**config.mk**
```make
export PLATFORM = sky130hd
export DESIGN_NAME = meter_ctrl
export DESIGN_NICKNAME = d
export VERILOG_FILES = /design/src/rtl/meter_ctrl.sv
export SDC_FILE = /design/constraint.sdc
export NUM_CORES = 1
export LEC_CHECK = 0
export CAP_MARGIN = 40
export CELL_PAD_IN_SITES_DETAIL_PLACEMENT = 0
export CELL_PAD_IN_SITES_GLOBAL_PLACEMENT = 2
export CORE_MARGIN = 2
export CORE_UTILIZATION = 38
export CTS_BUF_LIST = sky130_fd_sc_hd__clkbuf_4 sky130_fd_sc_hd__clkbuf_8
export DETAILED_ROUTE_END_ITERATION = 10
export GPL_ROUTABILITY_DRIVEN = 0
export GPL_TIMING_DRIVEN = 0
export PLACE_DENSITY_LB_ADDON = 0.05
export REMOVE_ABC_BUFFERS = 1
export SYNTH_ARGS = -nofsm -noshare
export SYNTH_HDL_FRONTEND = slang
export SYNTH_SLANG_ARGS = --single-unit
```
**constraint.sdc**
```tcl
create_clock -name clk -period 4.09 [get_ports clk]
set_clock_uncertainty 0.1 [all_clocks]
set_input_delay 1.227 -clock clk [delete_from_list [all_inputs] [get_ports clk]]
set_output_delay 1.227 -clock clk [all_outputs]
set_load 0.05 [all_outputs]
```
**src/rtl/meter_ctrl.sv**
```systemverilog
// Parking-meter time counter: debounced coin/preset inputs, per-channel credits, saturating tick decrement.
// Build option METER_BCD_OUT_EN adds port bcd, a registered BCD copy of count.
module meter_ctrl #(
    parameter int                         NUM_CH      = 4,
    parameter int                         CNT_W       = 14,
    parameter int                         MAX_COUNT   = 9999,
    parameter logic [NUM_CH*CNT_W-1:0]    INC_VALUES  = {14'd550, 14'd200, 14'd180, 14'd10},
    parameter int                         PRESET0     = 10,
    parameter int                         PRESET1     = 205,
    parameter int                         TICK_CYCLES = 100000000,
    parameter int                         DEB_CYCLES  = 1000000,
    parameter int                         LOW_THRESH  = 200
) (
    input  logic              clk,
    input  logic              reset_n,
    input  logic [NUM_CH-1:0] buttons,
    input  logic [1:0]        preset,
    output logic [CNT_W-1:0]  count,
    output logic [1:0]        state,
    output logic              tick
`ifdef METER_BCD_OUT_EN
    ,
    output logic [15:0]       bcd
`endif
);

    // state      | meaning
    // ST_EXPIRED | count == 0
    // ST_LOW     | 0 < count < LOW_THRESH
    // ST_RUNNING | count >= LOW_THRESH
    typedef enum logic [1:0] {
        ST_EXPIRED = 2'b00,
        ST_LOW     = 2'b01,
        ST_RUNNING = 2'b10
    } state_t;

    localparam int NIN   = NUM_CH + 2;
    localparam int DEB_W = $clog2(DEB_CYCLES + 1);
    localparam int TCK_W = $clog2(TICK_CYCLES + 1);
    localparam logic [DEB_W-1:0] DEB_RELOAD = DEB_W'(DEB_CYCLES - 1);
    localparam logic [TCK_W-1:0] TICK_LAST  = TCK_W'(TICK_CYCLES - 1);

    logic [NIN-1:0]    raw, sync1, sync2, stable, stable_d, rise;
    logic [DEB_W-1:0]  deb_cnt [NIN];
    logic [NUM_CH-1:0] coin_pulse, pending, eff, svc;
    logic [1:0]        pre_pulse;
    logic              pre_any, found, tick_wrap, dec;
    logic [CNT_W-1:0]  inc, next_count;
    logic [CNT_W:0]    sum;
    logic [TCK_W-1:0]  tick_cnt;
    state_t            state_q, next_state;

    assign raw = {preset, buttons};

    // Each input must differ from its accepted value for DEB_CYCLES consecutive samples to flip it.
    always_ff @(posedge clk or negedge reset_n) begin
        if (!reset_n) begin
            sync1    <= '0;
            sync2    <= '0;
            stable   <= '0;
            stable_d <= '0;
            for (int i = 0; i < NIN; i++) deb_cnt[i] <= DEB_RELOAD;
        end else begin
            sync1    <= raw;
            sync2    <= sync1;
            stable_d <= stable;
            for (int i = 0; i < NIN; i++) begin
                if (sync2[i] == stable[i]) begin
                    deb_cnt[i] <= DEB_RELOAD;
                end else if (deb_cnt[i] == '0) begin
                    stable[i]  <= sync2[i];
                    deb_cnt[i] <= DEB_RELOAD;
                end else begin
                    deb_cnt[i] <= deb_cnt[i] - 1'b1;
                end
            end
        end
    end

    assign rise       = stable & ~stable_d;
    assign coin_pulse = rise[NUM_CH-1:0];
    assign pre_pulse  = rise[NIN-1:NUM_CH];
    assign pre_any    = |pre_pulse;
    assign tick_wrap  = (tick_cnt == TICK_LAST);
    assign tick       = tick_wrap & ~pre_any;

    // Fresh pulses join the pending set so a coin can be credited in the same cycle it arrives.
    always_comb begin
        eff   = pending | coin_pulse;
        svc   = '0;
        inc   = '0;
        found = 1'b0;
        for (int i = 0; i < NUM_CH; i++) begin
            if (eff[i] && !found) begin
                found  = 1'b1;
                svc[i] = 1'b1;
                inc    = INC_VALUES[i*CNT_W +: CNT_W];
            end
        end
    end

    always_comb begin
        dec = tick && (count != '0);
        sum = {1'b0, count} + {1'b0, inc} - (CNT_W+1)'(dec);
        if (pre_any)
            next_count = pre_pulse[1] ? CNT_W'(PRESET1) : CNT_W'(PRESET0);
        else if (sum > (CNT_W+1)'(MAX_COUNT))
            next_count = CNT_W'(MAX_COUNT);
        else
            next_count = sum[CNT_W-1:0];

        if (next_count == '0)
            next_state = ST_EXPIRED;
        else if (next_count < CNT_W'(LOW_THRESH))
            next_state = ST_LOW;
        else
            next_state = ST_RUNNING;
    end

    always_ff @(posedge clk or negedge reset_n) begin
        if (!reset_n) begin
            count    <= '0;
            state_q  <= ST_EXPIRED;
            pending  <= '0;
            tick_cnt <= '0;
        end else begin
            count    <= next_count;
            state_q  <= next_state;
            pending  <= pre_any ? '0 : (eff & ~svc);
            tick_cnt <= (pre_any || tick_wrap) ? '0 : tick_cnt + 1'b1;
        end
    end

    assign state = state_q;

`ifdef METER_BCD_OUT_EN
    function automatic logic [15:0] to_bcd(input logic [CNT_W-1:0] bin);
        logic [15:0] d;
        d = '0;
        for (int i = CNT_W - 1; i >= 0; i--) begin
            for (int k = 0; k < 4; k++)
                if (d[k*4 +: 4] >= 4'd5) d[k*4 +: 4] = d[k*4 +: 4] + 4'd3;
            d = {d[14:0], bin[i]};
        end
        return d;
    endfunction

    always_ff @(posedge clk or negedge reset_n) begin
        if (!reset_n) bcd <= '0;
        else          bcd <= to_bcd(count);
    end
`endif

endmodule

```
==> impl_metrics.ini <==
[logic_synthesis]
synth.area.top_cells = dfrtp_1 (31%), dfstp_2 (20%), xnor2_1 (7.1%)
ys.warnings.count = 0
top_area_cell_type_share_of_the_netlist_area_pct = 31.2
synth_area_sq_mm = 0.00947
synthesis.instances = 952
synth-async-reset-ratio_pct = 100
dominantRegCellSynth = dfrtp_1
synth-seq-area-share_pct = 51.2
synth.distinct_cells = 63
synth_edf_count = 0
synth.top_cells.by_count = nor2_1 (135), nand2_1 (128), dfrtp_1 (118), xnor2_1 (77), dfstp_2 (72)
synthDominantAreaCellType = dfrtp_1
yosys_register_bits = 190
synth_most_common_cell = nor2_1
synth.avg_cell_area_sq_um = 9.95

[sta]
min_period_ns = 4.15
tns_ns = -0.244
finalMaxSlewViolations = 0
rsz0062_at_grt = yes
final_critical_path_setup_slack_ns = -0.0609
report.final.setup_viol = 7
hold_ws_ns = 0.263
timing_hold_violations_final = 0
tightestPinTransition_ns = 0.617
ratio_of_final_minimum_period_to_clock_period_pct = 101
fmax_mhz = 241
timing.slew.headroom_pct = 58.9

[cts]
path_clk_slew_ns = 0.11
tritoncts = built
ctsHoldBuffers = 0
cts_htree_levels = 4
clock_buffers_created_by_tritoncts = 17
worst_skew_pair_latency_ns = 0.48
clock_sink_count = 190
clk_path_buf_depth = 2
cts.root.buffer_cell = clkbuf_8

[placement]
hpwlAfterDp_mm = 13.0
detailedPlace.worstSlack_ns = -0.580
buffer_ports.inserted = 24

[min_path]
worst_hold_startpoint = sync1[2]
worst_hold_path.endpoint = sync2[2]
hold_class = reg -> reg
hold_path_depth = 0

[drt]
drt-wirelength-per-cell_um = 14.0
drt_first_pass_iters = 4
drt-initial-drc-count = 286
routed_wirelength_mm = 18.8
detail_route.vias_per_cell = 4.84
route.antenna.remaining_nets = 0
dr_total_vias = 6519
drt_drc_violations_left = 0

[final_layout]
postLayoutCoreUtil_pct = 44.9
drive_gt1_share_pct = 18.5
area.growth.synth_to_final_pct = 15.7
final_net_count = 1055
n_antenna_cell = 0
fillers = 2403

[outcome]
run_status = finished, violations left
violations = setup timing

[run]
max_cap_viol_count = 0

[critical_path]
worstSetupEndpointType = register
timing.setup.critical_path_class = reg -> reg
rr_endpoint = count[5]
crit_path_max_fanout = 5
critPathArrivalTime_ns = 4.45
r2r.worst_path.cells = 17
startpoint_type = register
register_to_register_setup_slack_ns = -0.06
worst_r2r_startpoint = tick_cnt[9]
critPathRequiredTime_ns = 4.39

[die]
fp-row-count = 57
die_area_sq_mm = 0.0262
coreArea_sq_mm = 0.0244
ioPinCount = 25
chipHeight_um = 162
fp.dieW_um = 162
start_util_pct = 38.8

[power_and_ir_drop]
largest_voltage_drop_on_the_vdd_net_mv = 0.216
power_per_cell_area_mw_per_mm2 = 300
total_power_w = 0.00329
power_leakage_nw = 4.59

[grt]
grt_start_max_net_pins = 115
grt_pass1_vias = 6725
antenna_found_initial = 0
gr-total-overflow = 0
global_route_wire_length_before_repair_mm = 33.1
globalRouteTotalUtil_pct = 15.5
[metal layers]
| layer | up-vias | global-route usage, % | routed length (um) |
|---|---|---|---|
| met5 | - | 0 | 0 |
| met3 | 13 | 2.96 | 386 |
| met4 | 0 | 3.62 | 199 |
| li1 | 3331 | - | - |
| met2 | 45 | 24.7 | 8650 |
| met1 | 3130 | 22.0 | 9600 |
[cell families after synthesis]
kind of cell	Yosys count	share of synthesized area [%]
AOI/OAI and AO/OA	74	5.19
xor gates and xnor gates	129	11.9
adders and majority gates	37	4.97
buffers and inverters	57	2.39
DFF	190	51.2
muxes	8	0.925
and+or+nand+nor	457	23.4
[metrics by stage]
step / instance area [sq um] / cells
after floorplan: 9410 / 941
after global placement: 10100 / 1289
after detailed placement: 10100 / 1292
after CTS: 10800 / 1342
after global routing: 11000 / 1347
final: 11000 / 1347
[layout by cell type (no fill, tap or decap), types with 3 or more instances in the layout]
cell	synthesis	layout
o21ai_0	10	10
nand4_1	13	13
nor2_2	0	4
nor3_1	35	35
ha_1	36	33
buf_4	0	19
or4_4	3	4
xor2_1	52	50
nand3_2	1	3
inv_8	0	5
a21oi_1	26	24
nor4_1	25	24
nor3_2	3	3
nor2_1	135	131
or3_1	9	9
inv_1	46	44
mux2_2	4	4
dfrtp_1	118	117
nor2b_1	11	11
clkdlybuf4s50_1	0	22
inv_6	0	3
and3_1	12	12
nand3b_1	7	7
clkinv_8	0	3
xnor2_1	77	75
nor4_2	4	4
buf_6	1	3
o21ai_1	6	5
clkbuf_8	0	19
and2_1	11	10
a21oi_2	2	4
or4_1	11	10
dfstp_2	72	72
nand2_1	128	128
nand3_1	26	24
nand2b_1	12	12
[area by class of cell]
class / count / area (sq um) / area share (%)
Multi-Input combinational cell: 706 / 4640 / 42.4
Clock inverter: 13 / 145 / 1.32
Inverter: 46 / 173 / 1.58
Sequential cell: 190 / 4850 / 44.2
Clock buffer: 19 / 262 / 2.39
Tap cell: 324 / 405 / 3.70
Timing Repair Buffer: 49 / 482 / 4.40
[timing repair]
item                                    CTS  global route
buffers inserted                         17             5
pin swaps                                16            15
endpoints found under the setup margin   17            16
cloned                                    1             0
resized for setup                        34            19
[sequential cells by signal, indices dropped and copies added (netlist names)]
register	flops
stable	6
stable_d	6
pending	3
deb_cnt	120
count	14
tick_cnt	27
sync2	6
sync1	6
state	2
[where the power goes]
group	leakage [nW]	internal (W)	switching (W)
Sequential	2.36	0.00191	0.0000160
Combinational	2.02	0.0000277	0.0000742
Clock	0.209	0.000495	0.000763
Total	4.59	0.00243	0.000853
[worst max-delay path, stage by stage (launching register included)]
cell and delay (ns):
dfrtp_1 0.39, or4_1 0.53, or4_4 0.55, a211oi_2 0.22
ha_2 0.22, inv_2 0.04, ha_4 0.15, inv_2 0.05
fa_2 0.22, nor2b_4 0.05, o211a_4 0.25, o21ai_4 0.17
buf_6 0.12, o21ai_4 0.06, xnor2_4 0.19, o31ai_4 0.33
and2_4 0.25, and3_1 0.18
[how the worst max path moves through the flow]
stage / start / endpoint / depth (start not counted)
after global routing: tick_cnt[9] / count[5] / 17
after CTS: tick_cnt[11] / state[0] / 16
after floorplan: tick_cnt[8] / count[12] / 17
final: tick_cnt[9] / count[5] / 17
after detailed placement: tick_cnt[0] / state[0] / 17
after global placement: reset_n / tick_cnt[23] / 1
No activity file was read; power rests on OpenSTA's default activity.
